<file path="config.mk">
export PLATFORM = sky130hd
export DESIGN_NAME = mem_arbiter
export DESIGN_NICKNAME = d
export VERILOG_FILES = /design/src/rtl/mem_arb_pkg.sv /design/src/rtl/mem_arbiter.sv
export SDC_FILE = /design/constraint.sdc
export NUM_CORES = 1
export LEC_CHECK = 0
export BUFFER_PORTS_ARGS = -buffer_cell sky130_fd_sc_hd__buf_2
export CAP_MARGIN = 20
export CORE_AREA = 2 2 293 295
export CTS_CLUSTER_SIZE = 40
export DETAILED_ROUTE_END_ITERATION = 10
export DIE_AREA = 0 0 295 297
export GPL_TIMING_DRIVEN = 0
export PLACE_DENSITY_LB_ADDON = 0.1
export SLEW_MARGIN = 40
export SYNTH_ARGS = -nofsm -noshare
export SYNTH_HDL_FRONTEND = slang
export SYNTH_SLANG_ARGS = --single-unit
</file>
<file path="constraint.sdc">
create_clock -name clk -period 3.7 [get_ports clk]
set_clock_uncertainty 0.05 [all_clocks]
set_input_delay 0.37 -clock clk [delete_from_list [all_inputs] [get_ports clk]]
set_output_delay 0.37 -clock clk [all_outputs]
set_load 0.05 [all_outputs]
</file>
<file path="src/rtl/mem_arb_pkg.sv">
// Shared types and default sizes for the icache/dcache memory-port arbiter.
package mem_arb_pkg;

    typedef enum logic [1:0] {
        IDLE,
        BUSY_IC,
        BUSY_DC,
        RESP
    } arb_state_t;

    typedef enum logic {
        REQ_IC,
        REQ_DC
    } requester_t;

    localparam int DEF_ADDR_W  = 32;
    localparam int DEF_LINE_W  = 128;
    localparam int DEF_TIMEOUT = 255;

endpackage

</file>
<file path="src/rtl/mem_arbiter.sv">
// Serialises icache and dcache line transfers onto the single memory port,
// alternating on contention and bounding every access with a timeout.
module mem_arbiter
    import mem_arb_pkg::*;
#(
    parameter int ADDR_W  = DEF_ADDR_W,
    parameter int LINE_W  = DEF_LINE_W,
    parameter int TIMEOUT = DEF_TIMEOUT
) (
    input  logic              clk,
    input  logic              reset,
    input  logic              ic_req,
    input  logic [ADDR_W-1:0] ic_addr,
    output logic              ic_ack,
    output logic [LINE_W-1:0] ic_rdata,
    input  logic              dc_req,
    input  logic              dc_we,
    input  logic [ADDR_W-1:0] dc_addr,
    input  logic [LINE_W-1:0] dc_wdata,
    output logic              dc_ack,
    output logic [LINE_W-1:0] dc_rdata,
    output logic              mem_req,
    output logic              mem_we,
    output logic [ADDR_W-1:0] mem_addr,
    output logic [LINE_W-1:0] mem_wdata,
    input  logic              mem_ready,
    input  logic [LINE_W-1:0] mem_rdata,
    output logic              mem_timeout
);

    localparam int               CNT_W   = $clog2(TIMEOUT + 1);
    localparam logic [CNT_W-1:0] CNT_MAX = CNT_W'(TIMEOUT);

    arb_state_t        r_state, w_state;
    requester_t        r_last, w_last;
    logic [CNT_W-1:0]  r_cnt, w_cnt;
    logic              r_mem_req, w_mem_req;
    logic              r_mem_we, w_mem_we;
    logic [ADDR_W-1:0] r_mem_addr, w_mem_addr;
    logic [LINE_W-1:0] r_mem_wdata, w_mem_wdata;
    logic              r_ic_ack, w_ic_ack;
    logic              r_dc_ack, w_dc_ack;
    logic [LINE_W-1:0] r_ic_rdata, w_ic_rdata;
    logic [LINE_W-1:0] r_dc_rdata, w_dc_rdata;
    logic              r_timeout, w_timeout;
    logic              w_pick_dc;
    logic              w_done;
    logic [LINE_W-1:0] w_line;

    always_ff @(posedge clk) begin
        if (reset) begin
            r_state     <= IDLE;
            r_last      <= REQ_IC;
            r_cnt       <= '0;
            r_mem_req   <= 1'b0;
            r_mem_we    <= 1'b0;
            r_mem_addr  <= '0;
            r_mem_wdata <= '0;
            r_ic_ack    <= 1'b0;
            r_dc_ack    <= 1'b0;
            r_ic_rdata  <= '0;
            r_dc_rdata  <= '0;
            r_timeout   <= 1'b0;
        end else begin
            r_state     <= w_state;
            r_last      <= w_last;
            r_cnt       <= w_cnt;
            r_mem_req   <= w_mem_req;
            r_mem_we    <= w_mem_we;
            r_mem_addr  <= w_mem_addr;
            r_mem_wdata <= w_mem_wdata;
            r_ic_ack    <= w_ic_ack;
            r_dc_ack    <= w_dc_ack;
            r_ic_rdata  <= w_ic_rdata;
            r_dc_rdata  <= w_dc_rdata;
            r_timeout   <= w_timeout;
        end
    end

    always_comb begin
        w_state     = r_state;
        w_last      = r_last;
        w_cnt       = r_cnt;
        w_mem_req   = r_mem_req;
        w_mem_we    = r_mem_we;
        w_mem_addr  = r_mem_addr;
        w_mem_wdata = r_mem_wdata;
        w_ic_ack    = 1'b0;
        w_dc_ack    = 1'b0;
        w_ic_rdata  = r_ic_rdata;
        w_dc_rdata  = r_dc_rdata;
        w_timeout   = r_timeout;
        // On contention the side that did not win last time goes first.
        w_pick_dc   = dc_req && (!ic_req || (r_last == REQ_IC));
        // mem_ready takes priority over an expiring wait counter.
        w_done      = mem_ready || (r_cnt == CNT_MAX);
        w_line      = mem_ready ? mem_rdata : '0;

        unique case (r_state)
            IDLE: begin
                if (ic_req || dc_req) begin
                    w_mem_req = 1'b1;
                    w_cnt     = '0;
                    if (w_pick_dc) begin
                        w_state     = BUSY_DC;
                        w_last      = REQ_DC;
                        w_mem_we    = dc_we;
                        w_mem_addr  = dc_addr;
                        w_mem_wdata = dc_wdata;
                    end else begin
                        w_state     = BUSY_IC;
                        w_last      = REQ_IC;
                        w_mem_we    = 1'b0;
                        w_mem_addr  = ic_addr;
                        w_mem_wdata = '0;
                    end
                end
            end
            BUSY_IC, BUSY_DC: begin
                if (w_done) begin
                    w_state   = RESP;
                    w_mem_req = 1'b0;
                    if (!mem_ready) begin
                        w_timeout = 1'b1;
                    end
                    if (r_state == BUSY_IC) begin
                        w_ic_ack   = 1'b1;
                        w_ic_rdata = w_line;
                    end else begin
                        w_dc_ack = 1'b1;
                        if (!r_mem_we) begin
                            w_dc_rdata = w_line;
                        end
                    end
                end else begin
                    w_cnt = r_cnt + CNT_W'(1);
                end
            end
            RESP: begin
                w_state = IDLE;
            end
            default: begin
                w_state = IDLE;
            end
        endcase
    end

    assign ic_ack      = r_ic_ack;
    assign dc_ack      = r_dc_ack;
    assign ic_rdata    = r_ic_rdata;
    assign dc_rdata    = r_dc_rdata;
    assign mem_req     = r_mem_req;
    assign mem_we      = r_mem_we;
    assign mem_addr    = r_mem_addr;
    assign mem_wdata   = r_mem_wdata;
    assign mem_timeout = r_timeout;

endmodule

</file>
==> qor.csv <==
stage,metric,value,unit
sta,Final Setup Violations,0,
drt,residual DRC count,0,
drt,Routed Antenna Nets,0,
clock_tree,post-CTS setup buffer count,0,
power,power share of the clock group,28.8,%
yosys,most common cell in the netlist,dfxtp_1,
clock_tree,clk buf depth,3,
sta,RSZ-0062 raised after global routing,false,
power,Peak VDD IR,308,uV
floorplan,core region area,84500,um2
sta,Max Slew Vio Count,0,
clock_tree,CTS tree,built,
yosys,"Seq/Total Area, Yosys",58.3,%
yosys,Synth Flop Type,dfxtp_1,
yosys,Netlist Area Pre-Place,14800,um2
power,Power per Cell Area,734,nW/um2
yosys,"FFs w/ async S/R, synth",0,%
drt,routed wire length,72.3,mm
final_layout,footprint of the multi-input gates,5510,um2
clock_tree,clk_lat worst skew,600,ps
worst_setup_path,Crit. End Element,flip-flop,
worst_setup_path,nature of the critical path startpoint,flip-flop,
yosys,Ys Warns,0,
worst_setup_path,Max Fanout on Critical Path,10,
power,switching share of power,43.1,%
global_route,initial antenna violation count,5,
drt,drt wl/cell,19.2,um
sta,fmax,381,MHz
final_layout,share of post-route cells with drive strength above 1,33.3,%
floorplan,Die Area,87600,um2
drt,drt first pass iters,5,
floorplan,I/O pins,747,
sta,final hold vios,0,
worst_setup_path,Critical Setup Path Class,flip-flop to flip-flop,
sta,Period minus WS final,2630,ps
floorplan,Rows,107,
place,gpl congestion,0.801,
sta,slew margin rel.,48.8,%
final_layout,Area Growth Syn to Fin,63.3,%
hold_path,HP Class,input port to flip-flop,
final_layout,ant diodes,0,
power,Comb pwr share,38.8,%
place,hpwl dp,56.2,mm
clock_tree,clk root buf,clkbuf_16,
sta,period utilization,71.0,%
yosys,most frequent cells after synthesis,"dfxtp_1 (432), nor2_1 (166), a21oi_1 (134)",
power,Static Leak,10.9,nW
clock_tree,clk slew on worst S/H paths,60,ps
floorplan,starting density of the core,17.6,%
run_status,status,finished clean,
place,total placed instance area,20000,um2
clock_tree,CTS sink cnt,432,
sta,Slew @ Worst Pin,768,ps
global_route,first-pass GRT wire length,105,mm
yosys,Area contributors post-synth,"dfxtp_1 (58%), a22o_1 (7.6%), a22oi_1 (6.5%), a21oi_1 (4.5%), o21ai_0 (4.5%)",
global_route,GR Overflow Total,0,
floorplan,DIE HEIGHT,297,um
clock_tree,htree depth,2,
yosys,Syn Area/Cell,9.75,um2
drt,vias per cell,4.18,
final_layout,Final Cell Area,24200,um2
yosys,Yosys cell types,46,
floorplan,die width,295,um
clock_tree,number of CTS-inserted buffers,53,
final_layout,Layout Nets,2905,
yosys,Mapped Nets,1851,
final_layout,Final Util,28.7,%
place,port bufs,746,
drt,Initial DRC Count,658,
final_layout,sequential standard cell area,8650,um2
worst_setup_path,WP data required,4190,ps
yosys,Mapped Cells,1522,
yosys,"EDFF count, synth",0,
flow_run,MaxCap Viol Count,0,
final_layout,# fillers,9161,
drt,vias after detailed routing,15700,
global_route,GRT Overall Usage,15.7,%
worst_setup_path,worst path arrival time,3120,ps
sta,setup TNS,0,ps
yosys,Synth area leader,dfxtp_1,
yosys,area share of the largest cell type after synthesis,58.3,%
power,Sw Pwr,7.66,mW
power,sequential fraction of design power,32.4,%
yosys,"flops & latches, synth",432,
power,Int Pwr,10.1,mW
global_route,largest net degree at the start of global routing,15,
global_route,vias in the first global route,16300,
-- flip-flops by register name (all words and copies together), names as in the netlist --
| register | count |
|---|---|
| mem_we | 1 |
| dc_rdata | 128 |
| mem_req | 1 |
| dc_ack | 1 |
| r_last | 1 |
| ic_rdata | 128 |
| ic_ack | 1 |
| mem_addr | 32 |
| r_cnt | 8 |
| mem_timeout | 1 |
| r_state | 2 |
| mem_wdata | 128 |
-- layout by cell type, fill, tap and decap left out, drive strengths merged, types with 4 or more instances in the layout --
master | synthesis | routed
buf | 42 | 788
dfxtp | 432 | 432
dlygate4sd3 | 0 | 253
clkbuf | 102 | 185
nor2 | 166 | 166
o21ai | 138 | 138
a21oi | 135 | 135
nand2 | 133 | 133
a22oi | 129 | 129
a22o | 128 | 128
a211oi | 34 | 34
mux2i | 33 | 33
inv | 6 | 7
clkinv | 0 | 7
nand3 | 4 | 4
or3 | 4 | 4
-- final cells by class --
class                      instances  area share, %
sequential                       432           35.7
timing repair buffer             999           25.9
multi-input combinational        940           22.7
clock buffer                      83           6.40
tap                             1144           5.91
buffer                           144           2.72
clock inverter                    11          0.568
inverter                           6         0.0930
-- per-stage QoR --
stage	total power, mW	hold slack (ps)	setup slack (ps)	instances
2_1_floorplan	10.4	404	1670	1522
3_3_place_gp	12.6	403	666	3412
3_5_place_dp	12.6	408	948	3412
4_1_cts	18.1	10.1	939	3759
5_1_grt	18.7	27.0	771	3759
6_report	17.8	41.7	1070	3759
-- logic make-up (layout without fill, tap and decap cells) --
kind of cell               after synthesis  after routing  synth area share [%]
DFF                                    432            432                  58.3
AOI/OAI and AO/OA                      578            578                  25.9
and+or+nand+nor                        326            326                  8.78
buffers and inverters                  150           1243                  4.57
muxes                                   33             33                  2.23
adders and majority gates                3              3                 0.253
-- power groups by stage --
stage | registers, mW | clock network [mW] | logic [mW]
after CTS | 5.76 | 5.32 | 7.02
after global routing | 5.84 | 5.50 | 7.40
after global placement | 5.84 | 0 | 6.74
after floorplan | 8.23 | 0 | 2.17
final | 5.76 | 5.13 | 6.89
after detailed placement | 5.85 | 0 | 6.78
-- path summary, 6_finish.rpt --
kind / from / end / slack, ps / cells past startpoint
max reg2reg: r_state[0] / mem_wdata[38] / 1070 / 7
min: dc_wdata[126] / mem_wdata[126] / 40 / 3
max: r_state[0] / mem_wdata[38] / 1070 / 7
min reg2reg: ic_rdata[94] / ic_rdata[94] / 420 / 1
-- worst max-delay path, cell delays in order, from the launching register on --
cell and delay (ps):
dfxtp_1 350, inv_1 50, ha_1 290, o21ai_1 370
clkbuf_1 650, clkbuf_1 540, a22oi_1 140, nor2_1 130
-- per-layer routing --
| layer | GRT usage (%) | wire length [um] |
|---|---|---|
| met1 | 17.2 | 28100 |
| met2 | 28.7 | 36600 |
| met3 | 4.91 | 5690 |
| met4 | 4.57 | 1880 |
| met5 | 0 | 52 |
-- repair_timing --
item,in CTS,in global routing
endpoints found under the hold margin,381,0
gates resized for setup,0,0
hold buffers,253,0
No activity file was read; power rests on OpenSTA's default activity.
